File: src/rtl/mmio_uart_tx_pkg.sv
// Shared constants for the memory-mapped UART transmitter: register offsets,
// STATUS bit positions and serial FSM encoding.
package mmio_uart_tx_pkg;

    localparam logic [15:0] TXDATA_OFS = 16'h0000;
    localparam logic [15:0] STATUS_OFS = 16'h0004;

    localparam int STAT_FULL  = 0;
    localparam int STAT_EMPTY = 1;
    localparam int STAT_BUSY  = 2;
    localparam int STAT_OVF   = 3;

    localparam logic [1:0] ST_IDLE  = 2'd0;
    localparam logic [1:0] ST_START = 2'd1;
    localparam logic [1:0] ST_DATA  = 2'd2;
    localparam logic [1:0] ST_STOP  = 2'd3;

    typedef enum logic [1:0] {
        S_IDLE  = ST_IDLE,
        S_START = ST_START,
        S_DATA  = ST_DATA,
        S_STOP  = ST_STOP
    } state_t;

endpackage

File: src/rtl/mmio_uart_tx_if.sv
// Processor data-bus slice seen by the UART: store strobe, address, data and
// the combinational load/hit responses.
interface mmio_uart_tx_if;
    logic        memWrite;
    logic [15:0] addr;
    logic [31:0] writeData;
    logic [31:0] readData;
    logic        sel;

    modport master (
        output memWrite, addr, writeData,
        input  readData, sel
    );

    modport slave (
        input  memWrite, addr, writeData,
        output readData, sel
    );
endinterface

File: src/rtl/mmio_uart_tx_core.sv
// 8N1 serial engine: pops one byte per frame from a valid/ready source and
// shifts it out LSB first; frames chain with no idle gap when data is waiting.
module uart_tx_core
    import mmio_uart_tx_pkg::*;
#(
    parameter int CLKS_PER_BIT = 16
) (
    input  logic       clk,
    input  logic       rst,
    input  logic       valid,
    input  logic [7:0] data,
    output logic       ready,
    output logic       busy,
    output logic       tx
);
    localparam int BW = $clog2(CLKS_PER_BIT);
    localparam logic [BW-1:0] BAUD_LAST = BW'(CLKS_PER_BIT - 1);

    state_t        state_q, state_d;
    logic [BW-1:0] baud_q, baud_d;
    logic [2:0]    bit_q, bit_d;
    logic [7:0]    shift_q, shift_d;
    logic          tx_q, tx_d;
    logic          baud_end;

    assign baud_end = (baud_q == BAUD_LAST);

    always_ff @(posedge clk) begin
        if (rst) begin
            state_q <= S_IDLE;
            baud_q  <= '0;
            bit_q   <= '0;
            shift_q <= '0;
            tx_q    <= 1'b1;
        end else begin
            state_q <= state_d;
            baud_q  <= baud_d;
            bit_q   <= bit_d;
            shift_q <= shift_d;
            tx_q    <= tx_d;
        end
    end

    always_comb begin
        state_d = state_q;
        baud_d  = baud_end ? '0 : baud_q + BW'(1);
        bit_d   = bit_q;
        shift_d = shift_q;
        ready   = 1'b0;
        unique case (state_q)
            S_IDLE: begin
                ready  = 1'b1;
                baud_d = '0;
                if (valid) begin
                    shift_d = data;
                    state_d = S_START;
                end
            end
            S_START: begin
                if (baud_end) state_d = S_DATA;
            end
            S_DATA: begin
                if (baud_end) begin
                    if (bit_q == 3'd7) begin
                        bit_d   = '0;
                        state_d = S_STOP;
                    end else begin
                        bit_d   = bit_q + 3'd1;
                        shift_d = {1'b0, shift_q[7:1]};
                    end
                end
            end
            S_STOP: begin
                if (baud_end) begin
                    // Pop here so the next start bit follows the stop bit directly.
                    ready = 1'b1;
                    if (valid) begin
                        shift_d = data;
                        state_d = S_START;
                    end else begin
                        state_d = S_IDLE;
                    end
                end
            end
            default: state_d = S_IDLE;
        endcase

        tx_d = 1'b1;
        if (state_d == S_START)     tx_d = 1'b0;
        else if (state_d == S_DATA) tx_d = shift_d[0];
    end

    assign busy = (state_q != S_IDLE);
    assign tx   = tx_q;

endmodule

File: src/rtl/mmio_uart_tx.sv
// Memory-mapped UART transmitter: TXDATA stores feed a small FIFO drained by
// uart_tx_core; STATUS reports full/empty/busy and a sticky overflow flag.
module mmio_uart_tx
    import mmio_uart_tx_pkg::*;
#(
    parameter logic [15:0] BASE_ADDR    = 16'hFF00,
    parameter int          CLKS_PER_BIT = 16,
    parameter int          FIFO_DEPTH   = 4
) (
    input  logic           clk,
    input  logic           rst,
    mmio_uart_tx_if.slave  bus,
    output logic           tx
);
    localparam int PW = $clog2(FIFO_DEPTH);
    localparam int CW = PW + 1;

    logic [7:0]    fifo_q [FIFO_DEPTH];
    logic [PW-1:0] wptr_q, wptr_d, rptr_q, rptr_d;
    logic [CW-1:0] cnt_q, cnt_d;
    logic          ovf_q, ovf_d;

    logic        is_status, full, empty, busy;
    logic        push_req, push_ok, pop, ovf_clr;
    logic        core_ready;
    logic [31:0] status;
    logic        unused_bits;

    assign bus.sel   = (bus.addr[15:3] == BASE_ADDR[15:3]);
    assign is_status = (bus.addr[2] == STATUS_OFS[2]);

    assign full  = (cnt_q == CW'(FIFO_DEPTH));
    assign empty = (cnt_q == '0);

    assign push_req = bus.memWrite & bus.sel & ~is_status;
    assign pop      = ~empty & core_ready;
    // A full FIFO still accepts when the engine drains an entry in the same cycle.
    assign push_ok  = push_req & (~full | pop);
    assign ovf_clr  = bus.memWrite & bus.sel & is_status & bus.writeData[STAT_OVF];

    always_comb begin
        wptr_d = push_ok ? wptr_q + PW'(1) : wptr_q;
        rptr_d = pop     ? rptr_q + PW'(1) : rptr_q;
        cnt_d  = cnt_q;
        if (push_ok && !pop)      cnt_d = cnt_q + CW'(1);
        else if (!push_ok && pop) cnt_d = cnt_q - CW'(1);
        ovf_d = ovf_q;
        if (push_req && !push_ok) ovf_d = 1'b1;
        else if (ovf_clr)         ovf_d = 1'b0;
    end

    always_ff @(posedge clk) begin
        if (rst) begin
            wptr_q <= '0;
            rptr_q <= '0;
            cnt_q  <= '0;
            ovf_q  <= 1'b0;
        end else begin
            wptr_q <= wptr_d;
            rptr_q <= rptr_d;
            cnt_q  <= cnt_d;
            ovf_q  <= ovf_d;
        end
    end

    always_ff @(posedge clk) begin
        if (push_ok && !rst) fifo_q[wptr_q] <= bus.writeData[7:0];
    end

    uart_tx_core #(
        .CLKS_PER_BIT (CLKS_PER_BIT)
    ) u_core (
        .clk   (clk),
        .rst   (rst),
        .valid (~empty),
        .data  (fifo_q[rptr_q]),
        .ready (core_ready),
        .busy  (busy),
        .tx    (tx)
    );

    always_comb begin
        status             = '0;
        status[STAT_FULL]  = full;
        status[STAT_EMPTY] = empty;
        status[STAT_BUSY]  = busy;
        status[STAT_OVF]   = ovf_q;
    end

    assign bus.readData = (bus.sel && is_status) ? status : 32'h0;

    assign unused_bits = ^{bus.addr[1:0], bus.writeData[31:8]};

endmodule

File: src/flat_wrapper.sv
// flat-port wrapper written by rule: the top's interface ports become plain ports
module mmio_uart_tx_flat import mmio_uart_tx_pkg::*;
#(
    parameter logic [15:0] BASE_ADDR    = 16'hFF00,
    parameter int          CLKS_PER_BIT = 16,
    parameter int          FIFO_DEPTH   = 4
)
  (clk, rst, tx, bus_memWrite, bus_addr, bus_writeData, bus_readData, bus_sel);
  mmio_uart_tx_if bus_i ();
  input  logic clk;
  input  logic rst;
  output logic tx;
  input wire logic [$bits(bus_i.memWrite)-1:0] bus_memWrite;
  input wire logic [$bits(bus_i.addr)-1:0] bus_addr;
  input wire logic [$bits(bus_i.writeData)-1:0] bus_writeData;
  output wire logic [$bits(bus_i.readData)-1:0] bus_readData;
  output wire logic [$bits(bus_i.sel)-1:0] bus_sel;
  assign bus_i.memWrite = bus_memWrite;
  assign bus_i.addr = bus_addr;
  assign bus_i.writeData = bus_writeData;
  assign bus_readData = bus_i.readData;
  assign bus_sel = bus_i.sel;
  mmio_uart_tx #(.BASE_ADDR(BASE_ADDR), .CLKS_PER_BIT(CLKS_PER_BIT), .FIFO_DEPTH(FIFO_DEPTH)) u_core (.clk(clk), .rst(rst), .bus(bus_i), .tx(tx));
endmodule
File: config.mk
export PLATFORM = sky130hd
export DESIGN_NAME = mmio_uart_tx_flat
export DESIGN_NICKNAME = d
export VERILOG_FILES = /design/src/rtl/mmio_uart_tx_pkg.sv /design/src/rtl/mmio_uart_tx_if.sv /design/src/rtl/mmio_uart_tx_core.sv /design/src/rtl/mmio_uart_tx.sv /design/src/flat_wrapper.sv
export SDC_FILE = /design/constraint.sdc
export NUM_CORES = 1
export LEC_CHECK = 0
export CAP_MARGIN = 20
export CORE_ASPECT_RATIO = 0.8
export CORE_MARGIN = 1
export CORE_UTILIZATION = 30
export CTS_CLUSTER_SIZE = 25
export DETAILED_ROUTE_END_ITERATION = 7
export PLACE_DENSITY_LB_ADDON = 0.15
export SYNTH_ARGS = -nofsm -noshare
export SYNTH_HDL_FRONTEND = slang
export SYNTH_SLANG_ARGS = --single-unit
File: constraint.sdc
create_clock -name clk -period 3.1 [get_ports clk]
set_clock_uncertainty 0.1 [all_clocks]
set_input_delay 0.93 -clock clk [delete_from_list [all_inputs] [get_ports clk]]
set_output_delay 0.93 -clock clk [all_outputs]
set_load 0.1 [all_outputs]
* Yosys cells after proc, flatten, opt, wreduce, memory -nomap -nowiden
Memories as Yosys holds them, arrays and structs flattened. A register that Yosys moved wholly into a read port is not among the register bits. Index checks and enable logic that the tools add are counted.
Word-level totals: register bits after elaboration 26, memory bits (writable) 32, input port bits 51, output and inout bits 34, logic and storage cells 82, memories 1
Memories:
- u_core.fifo_q | words 4, width 8, read ports 1, clocked after memory_dff 1, write ports 1, RTL line mmio_uart_tx.sv:18 | logic [7:0] fifo_q [FIFO_DEPTH];
Operators by class: add/subtract/negate cells 6, eq/ne operators 12, multiplexer cells 26, bitwise operators 10, reduce and logical (&&, ||, !) cells 17
Operators with widths (count):
- 8-bit two-way mux | 4
- 8-bit case mux with 3 select lines | 1
- 2-bit two-way mux | 7
- 13-bit equality test, second input constant | 1
- 3-bit two-way mux | 3
- 1-bit two-way mux | 8
- 2-bit case mux with 4 select lines | 1
- 3-bit by 1-bit adder with 3-bit output, second input constant | 2
- 1-bit AND | 6
- 2-bit equality test, second input constant | 3
- 3-bit equality test, second input constant | 2
- 2-bit != test, second input constant | 3
- 2-bit nonzero test | 3
- 1-bit logical AND | 5
- 2-bit by 1-bit adder with 2-bit output, second input constant | 2
- 4-bit by 1-bit adder with 4-bit output, second input constant | 1
- 2-bit by 1-bit equality test with 1-bit output, second input constant | 2
- 4-bit equality test, second input constant | 1
- 4-bit two-way mux | 1
- 4-bit AND reduction | 1
- 1-bit logical NOT | 3
- 3-bit logical NOT | 1
- 1-bit inverter | 3
- 3-bit nonzero test | 1
- other kinds (6) | 6

* Logic depth before layout (Yosys ltp)
depth in word-level cells 10, mapped depth 12, mapped depth without buffers 12

* By module
A second synthesis with hierarchy kept.
Second synthesis, totals: cells, all modules 247, area total of the unflattened synthesis 3016.6 µm²
Modules (own cells, without submodules):
- mmio_uart_tx | times used 1, cells an instance 139, area an instance 1971.9 µm², seq. area each 1161.1 µm²
- uart_tx_core | times used 1, cells an instance 108, area an instance 1044.8 µm², seq. area each 360.3 µm²

* Worst setup path after synthesis
OpenSTA, ideal clock, no wires.
kind input port to output port, start input bus_addr[3], end output bus_readData[3], arrival time 3.126 ns, required time 2.070 ns, slack -1.056 ns, cell stages on the path 4, buffers on the path 0, cell sequence nand4bb_1 -> nor3_1 -> and2_1 -> and3_1
Between the ends: word-level cells in the longest chain between the ends 3
RTL lines:
- from (decl) | RTL line flat_wrapper.sv:14 | input wire logic [$bits(bus_i.addr)-1:0] bus_addr;
- 13-bit equality test | RTL line mmio_uart_tx.sv:29 | assign bus.sel = (bus.addr[15:3] == BASE_ADDR[15:3]);
- via bus_sel | RTL line flat_wrapper.sv:17 | output wire logic [$bits(bus_i.sel)-1:0] bus_sel;
- 1-bit logical AND | RTL line mmio_uart_tx.sv:90 | assign bus.readData = (bus.sel && is_status) ? status : 32'h0;
- 4-bit two-way mux | RTL line mmio_uart_tx.sv:90
- to (decl) | RTL line flat_wrapper.sv:16 | output wire logic [$bits(bus_i.readData)-1:0] bus_readData;
The timed path passes the listed nets, and every way through them passes these cells.

* Worst setup path in the final report
start input bus_addr[15], end output bus_readData[3]
Between the ends: word-level cells in the longest chain between the ends 3
RTL lines (RTL line):
- 13-bit equality test | mmio_uart_tx.sv:29
- 1-bit logical AND | mmio_uart_tx.sv:90
- 4-bit two-way mux | mmio_uart_tx.sv:90
Every way passes these cells.

==> results.md <==
- Core ar.: 0.00931 mm²
- EDFF count, synth: 32
- Sink Count: 60
- Placer's final routability congestion estimate: approximately 0.74
- Worst Hold Path EP: u_core.u_core.baud_q[0]
- Hold_sp: u_core.u_core.baud_q[0]
- Area leader, netlist: edfxtp_1
- Placed Cells: 403
- DP Wirelength: ~4000 µm
- R2R Setup Slk: 0.35 ns
- Htree depth: 3
- Drt drc: 0
- Status: completed
- Reg2Reg Depth: 12
- Nature of the critical path endpoint: output pin
- Met2 usage: 0.186
- DP Area: roughly 0.0035 mm²
- Main flop type after synthesis: edfxtp_1
- Remaining Overflow, GRT: 0
- Skew-Pair Late Insertion Delay: between 0.3 and 0.4 ns
- Commonest non-fill, non-tap cells in the layout: 32 x edfxtp_1, 29 x nor2_1, 28 x dfxtp_1, 28 x conb_1, 15 x buf_4
- Slew of the pin with the lowest slew margin: 0.549 ns
- Cells taking the most area after synthesis: edfxtp_1 33%, dfxtp_1 19%, buf_4 7.1%
- Crit path DAT: 1.99 ns
- Clock buffer depth: 2
- CP Launch Type: primary input
- Die H: 90.7 µm
- First-pass GRT wire length: 9380 µm
- Routing usage on met3: 0.0430
- Synth Area per Inst: 11.8 µm²
- Synth warnings: 0
- Maximum operating frequency: 0.331 GHz
- Port Buf Inserts: 30
- Fin area: 0.00381 mm²
- Post-layout minimum cycle time: between 3 and 4 ns
- Per-cell routed wire length: around 13 µm
- WHS Path Cells: 1
- Row count: 31
- CTS Buf Count: 9
- CP required: 2.07 ns
- DRT iter0 DRCs: 48
- ANT cells: 0
- Drt pass-1 iters: 4
- Post-synthesis register bit count: 60
- Total Power: ~2900 µW
- M1 GR Usage: 0.151
- Commonest non-fill, non-tap cell in the layout: edfxtp_1
- Distinct cells, synth: 43
- Antenna violations before repair: 0
- GRT Overall Usage: 0.120
- Mapped Area: 0.00295 mm²
- Clock-pin slew on the worst setup and hold paths: ~0.050 ns
- Share of layout cells above drive strength 1: 0.212
- RSZ-0062 raised after global routing: false
- Ports: 85
- CTS tree: built
- R2r endpoint: u_core.cnt_q[2]
- Root buffer cell: clkbuf_16
- Post-synth top area share: 0.326
- Vias in the first global route: a little under 2,000
- Die width: 113 µm
- Post-synthesis sequential area ratio: 0.516
- DRT antenna net count: 0
- Largest net degree at the start of global routing: 13
- WL final: ~5500 µm
- Final Setup Violations: 0
- Maxcap violations: 0
- Area grow syn2layout: 29.4%
- Nets: 366
- P_leak: 0.00145 µW
- Crit path max fanout: 3
- Final Cycle Share: 0.975
- Critical path class: in -> out
- Via count: approximately 1,900
- Gr busiest metal: met2
- Finished Layout Cells: 421
- Post-Syn Instances: 250
- Hold Crit Class: reg -> reg
- Slew headroom: 0.634
- Crit Reg-Reg Startpoint: u_core.u_core.state_q[0]
- Initial core utilization: 0.317
- Post-cts hold buffer count: 0
- Final hold violations: 0
- Slew Viols, Final: 0
- Die area: 0.0102 mm²
- Async SR Flop Fraction: 0
- Vias per cell: ~4.6
- PD cells: 755 mW/mm²
- Peak VDD IR: approximately 270 µV
==> critical path, stage by stage <==
cell and delay (ns):
dlygate4sd2_1 0.19, nand4bb_1 0.12, nor3_2 0.11, buf_4 0.15, and2_4 0.14, and3_4 0.18, buf_12 0.17
==> cell type report <==
class,count,area [µm²]
Tap cell,115,144
Inverter,10,37.5
Sequential cell,60,1520
Timing Repair Buffer,48,515
Clock inverter,7,75.1
Multi-Input combinational cell,172,1300
Fill cell,896,5490
Clock buffer,9,225
==> worst max-delay path by stage <==
stage                      start               to  slack (ns)  cells past startpoint
detailed placement   bus_addr[3]  bus_readData[2]       -0.29                      7
floorplan            bus_addr[3]  bus_readData[3]        -0.1                      4
finish              bus_addr[15]  bus_readData[3]        0.08                      7
global placement     bus_addr[3]  bus_readData[2]       -0.28                      7
CTS                  bus_addr[9]  bus_readData[3]       0.006                      7
global route        bus_addr[15]  bus_readData[3]       0.005                      7
==> layer usage <==
metal,vias to the layer above,part of all wire
met5,-,0
met4,0,0.014
met3,6,0.062
met2,66,0.46
met1,911,0.46
li1,954,-
==> repair_timing <==
| item | CTS | global route |
|---|---|---|
| pin swaps | 7 | 3 |
| resized for setup | 16 | 7 |
| endpoints found under the setup margin | 5 | 3 |
| setup buffers | 2 | 0 |
==> state kept, by name, summed over array words and instances, names as in the netlist, named ones only <==
name	flops
u_core.cnt_q	3
u_core.ovf_q	1
u_core.u_core.bit_q	3
u_core.rptr_q	2
u_core.fifo_q	32
u_core.u_core.tx	1
u_core.u_core.shift_q	8
u_core.wptr_q	2
u_core.u_core.state_q	2
u_core.u_core.baud_q	4
==> power by group <==
part	total, µW	switching (µW)	internal (µW)
logic	909	553	357
registers	997	85.8	911
clock network	975	350	625
total	2880	989	1890
==> cell usage after synthesis, drive strengths merged, types with 7 or more instances <==
| cell type | number |
|---|---|
| a21oi | 7 |
| mux4 | 8 |
| nor2 | 32 |
| nand2 | 7 |
| nor3 | 8 |
| inv | 10 |
| buf | 31 |
| dfxtp | 28 |
| edfxtp | 32 |
| ha | 13 |
| mux2i | 8 |
| a22oi | 8 |
==> through the flow <==
stage / TNS [ns] / hold WS, ns / util / worst slack (ns)
after floorplan: -0.0969 / 0.318 / - / -0.0969
after global placement: -1.51 / 0.332 / 0.377 / -0.282
after detailed placement: -1.53 / 0.344 / 0.377 / -0.288
after CTS: 0 / 0.353 / 0.410 / 0.00587
after global routing: 0 / 0.381 / 0.410 / 0.00463
final: 0 / 0.352 / 0.410 / 0.0788
==> cell families (layout without fill, tap and decap cells) <==
family                   count (synthesis)  in the layout  share of synthesized area
flip-flops                              60             60                      0.516
AO/OA/AOI/OAI                           38             38                      0.103
multiplexers                            16             16                     0.0883
other                                    1             28                    0.00127
adder cells (fa/ha/maj)                 14             14                     0.0620
buffers and inverters                   45             74                     0.0963
AND/OR/NAND/NOR                         69             69                      0.112
XOR/XNOR                                 7              7                     0.0208
Note: power is estimated with default switching activity, not from simulation.
